[src/rtl/parity_mem_datapath.sv]
// rtl/parity_mem_datapath.sv - odd-parity generator, word memory and read-side checker
module parity_mem_datapath #(
    parameter int DATA_W = 8,
    parameter int ADDR_W = 4
) (
    input  logic              CLK,
    input  logic              RST_N,
    input  logic              WRITE,
    input  logic              READ,
    input  logic [ADDR_W-1:0] ADDR,
    input  logic [DATA_W-1:0] DIN,
    input  logic              INJ,
    output logic              PGEN,
    output logic [DATA_W-1:0] DOUT,
    output logic              POUT,
    output logic              DVALID,
    output logic              PCHK,
    output logic              PERR
);
    localparam int DEPTH = 2 ** ADDR_W;

    logic [DATA_W:0]   mem_q [DEPTH];
    logic [DATA_W:0]   wr_word_d;
    logic [DATA_W-1:0] dout_q;
    logic              pout_q;
    logic              dvalid_q;

    assign PGEN      = ~^DIN;
    assign wr_word_d = {DIN, PGEN ^ INJ};

    // Non-blocking read and write in the same block give read-before-write on a shared address.
    always_ff @(posedge CLK) begin
        if (!RST_N) begin
            for (int i = 0; i < DEPTH; i++) begin
                mem_q[i] <= {{DATA_W{1'b0}}, 1'b1};
            end
            dout_q   <= '0;
            pout_q   <= 1'b1;
            dvalid_q <= 1'b0;
        end else begin
            if (!WRITE) begin
                mem_q[ADDR] <= wr_word_d;
            end
            if (!READ) begin
                {dout_q, pout_q} <= mem_q[ADDR];
                dvalid_q         <= 1'b1;
            end else begin
                dvalid_q <= 1'b0;
            end
        end
    end

    assign DOUT   = dout_q;
    assign POUT   = pout_q;
    assign DVALID = dvalid_q;
    assign PCHK   = ^{dout_q, pout_q};
    assign PERR   = dvalid_q & ~PCHK;
endmodule

[config.mk]
export PLATFORM = sky130hd
export DESIGN_NAME = parity_mem_datapath
export DESIGN_NICKNAME = d
export VERILOG_FILES = /design/src/rtl/parity_mem_datapath.sv
export SDC_FILE = /design/constraint.sdc
export NUM_CORES = 1
export LEC_CHECK = 0
export ABC_AREA = 1
export BUFFER_PORTS_ARGS = -buffer_cell sky130_fd_sc_hd__clkbuf_2
export CAP_MARGIN = 10
export CORE_MARGIN = 3
export CORE_UTILIZATION = 58
export CTS_BUF_LIST = sky130_fd_sc_hd__clkbuf_2 sky130_fd_sc_hd__clkbuf_4 sky130_fd_sc_hd__clkbuf_8
export CTS_CLUSTER_SIZE = 12
export DETAILED_ROUTE_END_ITERATION = 7
export PLACE_DENSITY = 0.79
export SLEW_MARGIN = 0
export SYNTH_ARGS = -nofsm -noshare
export SYNTH_HDL_FRONTEND = slang
export SYNTH_SLANG_ARGS = --single-unit
export TNS_END_PERCENT = 10
[constraint.sdc]
create_clock -name CLK -period 1.17 [get_ports CLK]
set_input_delay 0 -clock CLK [delete_from_list [all_inputs] [get_ports CLK]]
set_output_delay 0 -clock CLK [all_outputs]
set_load 0.05 [all_outputs]
==> results.sh <==
export IMPL_reg2reg_slack_ns=-0.03
export IMPL_ir_worst_vdd_mv=0.8460
export IMPL_async_reset_ff_share_pct=0
export IMPL_intPower_w=0.009127
export IMPL_num_vias=6141
export IMPL_path_common_cell="nand2_2"
export IMPL_crit_start="DOUT[2]"
export IMPL_cpMaxStageDelayCell="dfxtp_4"
export IMPL_min_period_ns=1.780
export IMPL_row_count=40
export IMPL_layout_drive_gt1_share_pct=20.52
export IMPL_finalWorstSetupSlack_ns=-0.6098
export IMPL_clk_pin_slew_ns=0.08
export IMPL_cts_max_level=4
export IMPL_synth_top_area_cell="edfxtp_1"
export IMPL_dpl_hpwl_um=13120
export IMPL_grt_max_degree=38
export IMPL_die_area_mm2=0.01403
export IMPL_root_buffer="clkbuf_8"
export IMPL_synthCells=823
export IMPL_cp_cell_sequence="or2_4 > nand2_2 > nand2_2 > nand2_2 > nand2_1 > nand3b_1 > nand2_4 > nor2_4 > buf_8"
export IMPL_wl_per_cell_um=17.58
export IMPL_tightestPinTransition_ns=0.3850
export IMPL_core_region_area_mm2=0.01216
export IMPL_hold_slack_ns=0.03732
export IMPL_grt_usage_pct=28.49
export IMPL_crit_required_ns=1.17
export IMPL_fillers=831
export IMPL_worstRegToRegCells=8
export IMPL_finalSetupViolCount=4
export IMPL_crit_buf_inv=1
export IMPL_io_pins=30
export IMPL_drv_slew=0
export IMPL_yosys_cell_types_count=24
export IMPL_routed_via_density=5.639
export IMPL_syn_num_nets=840
export IMPL_yosys_cell_count_top_type="nand2_1"
export IMPL_setup_tns_ns=-1.218
export IMPL_cts_path_max_buffers=2
export IMPL_fmax_mhz=561.9
export IMPL_synthTopCellsByArea="edfxtp_1 59%, nand2_1 16%, nor2_1 8.1%"
export IMPL_antenna_cells=0
export IMPL_ys_seq_elements=154
export IMPL_crit_end="PERR"
export IMPL_leakagePower_nw=3.829
export IMPL_synth_edf_count=144
export IMPL_grt_first_pass_wirelength_um=30680
export IMPL_cp_arrival_ns=1.78
export IMPL_grt_pass1_vias=6026
export IMPL_p_switching_w=0.003269
export IMPL_power_density_mw_per_mm2=1396
export IMPL_cpPeakStageDelay_ns=0.35
export IMPL_synth_avg_cell_area_um2=8.909
export IMPL_start_kind="flop"
export IMPL_swShare_pct=26.37
export IMPL_synth_common_cells="322 x nand2_1, 159 x nor2_1, 144 x edfxtp_1, 69 x nand3_1, 19 x inv_2"
export IMPL_synth_area_mm2=0.007332
export IMPL_rsz0062_at_grt="true"
export IMPL_cp_depth=9
export IMPL_numCtsBuffers=17
export IMPL_fin_crit_sh_pct=152.1
export IMPL_synth_top_cell_area_share_pct=58.98
export IMPL_hold_viol=0
export IMPL_wirelength_um=19150
export IMPL_synthFlopType="edfxtp_1"
export IMPL_drtIter0Drc=796
export IMPL_gp_congestion=1.030
export IMPL_synth_warnings=0
export IMPL_drc=0
export IMPL_clock_skew_ns=0.007899
export IMPL_cts_sinks=154
export IMPL_area_delta_synth_final_pct=21.13
export IMPL_clkPwrFrac_pct=32.7
export IMPL_antenna_found_initial=0
export IMPL_end_kind="output pin"
export IMPL_criticalPathCategory="flop to output pin"
export IMPL_fp_dieH_um=118.4
export IMPL_worstReg2RegEnd="DOUT[0]"
export IMPL_cp_top_family="simple AND/OR/NAND/NOR gates"
export IMPL_p_comb_share_pct=15.2
export IMPL_status="complete, but fails checks"
export IMPL_p_seq_share_pct=52.0
export IMPL_drv_cap=0
export IMPL_initial_core_util_pct=60.29
export IMPL_drt_pass1_iterations=5
export IMPL_ys_seq_area_share_pct=61.71
export IMPL_layout_nets=925
export IMPL_hp_class="primary input to flop"
export IMPL_grt_overflow=0
export IMPL_maxSlewHeadroom_pct=74.27
export IMPL_insertion_delay_ns=0.46
export IMPL_ant_nets=0
export IMPL_port_buffers=29
export IMPL_cts_tree="done"
export IMPL_violations="setup timing"
export IMPL_timing_rr_start="mem_q[10][1]"
export IMPL_post_route_util_pct=73.02
export IMPL_crit_fanout=3
export IMPL_die_w_um=118.4
## area by class of cell
cell class | instances | area [um2] | share of cell area [%]
clock inverter | 13 | 151.4 | 1.705
multi-input combinational | 594 | 2530 | 28.49
tap | 168 | 210.2 | 2.367
timing repair buffer | 103 | 1057 | 11.90
inverter | 38 | 142.6 | 1.606
sequential | 154 | 4541 | 51.13
clock buffer | 19 | 249.0 | 2.804
## sequential cells by signal, indices dropped and copies added (netlist names)
name	count
mem_q	144
DOUT	8
DVALID	1
POUT	1
## per-layer routing
metal	routed length, um	share of wire (%)	vias to the layer above	global-route usage (%)
met2	9308	49	398	46.27
li1	-	-	2834	-
met5	0	0	-	0
met1	7071	37	2837	36.14
met3	2033	11	72	7.225
met4	732	3.8	0	13.18
## cells by family after synthesis
group	Yosys count	synth area share (%)
compound gates	10	0.6825
xor+xnor	13	1.553
buf+inv	75	4.795
flops	154	61.71
simple gates	571	31.26
## worst reg2reg max path, cell delays in order (launching register included)
cell      delay, ns
edfxtp_1       0.38
nand2_1        0.10
nand2_1        0.08
nand2_1        0.06
nand2_1        0.06
nand2_1        0.11
nand3_2        0.12
nor2_2         0.12
nor2_1         0.06
## worst min path at each step
stage                     startpoint           end  slack, ns  cells past startpoint
after CTS                        INJ  mem_q[10][0]       0.02                      4
after global placement          READ        DVALID       0.21                      2
final                            INJ  mem_q[10][0]       0.04                      4
after global routing             INJ   mem_q[2][0]       0.03                      4
after floorplan                 READ        DVALID       0.07                      1
after detailed placement        READ        DVALID       0.21                      2
## power by group through the flow
stage               Combinational [W]  Sequential (W)  Clock [W]
CTS                           0.00183         0.00645    0.00407
global placement              0.00172         0.00655          0
finish                        0.00189         0.00645    0.00406
global route                  0.00202         0.00647    0.00435
floorplan                    0.000969         0.00663          0
detailed placement            0.00178         0.00657          0
## through the flow
step | std cells | power [W] | area, um2 | setup slack [ns]
final | 1089 | 0.01240 | 8881 | -0.6098
after global routing | 1089 | 0.01284 | 8881 | -0.6918
after CTS | 1089 | 0.01235 | 8848 | -0.6323
after detailed placement | 1054 | 0.008349 | 8361 | -0.2747
after global placement | 1054 | 0.008277 | 8361 | -0.2019
after floorplan | 823 | 0.007596 | 7368 | -0.2925
## cells in the final DEF (no fill, tap or decap), drive strengths merged
cell         netlist  layout
a21oi              1       1
buf               24      78
bufinv             0       3
clkbuf            13      41
clkinv             1       8
clkinvlp           0       2
dfxtp             10      10
dlygate4sd3        0       3
edfxtp           144     144
inv               37      38
nand2            324     324
nand3             69      69
nand3b             1       1
nand4              8       8
nor2             167     167
nor3               1       1
o21ai              9       9
or2                1       1
xnor2              6       6
xor2               7       7
## what timing repair did
| item | CTS | global route |
|---|---|---|
| hold buffers | 3 | 0 |
| pin swaps | 5 | 6 |
| endpoints found under the setup margin | 12 | 16 |
| cloned | 0 | 0 |
| endpoints found under the hold margin | 2 | 0 |
| resized for setup | 18 | 16 |
| buffers inserted | 0 | 0 |
Note: power is estimated with default switching activity, not from simulation.
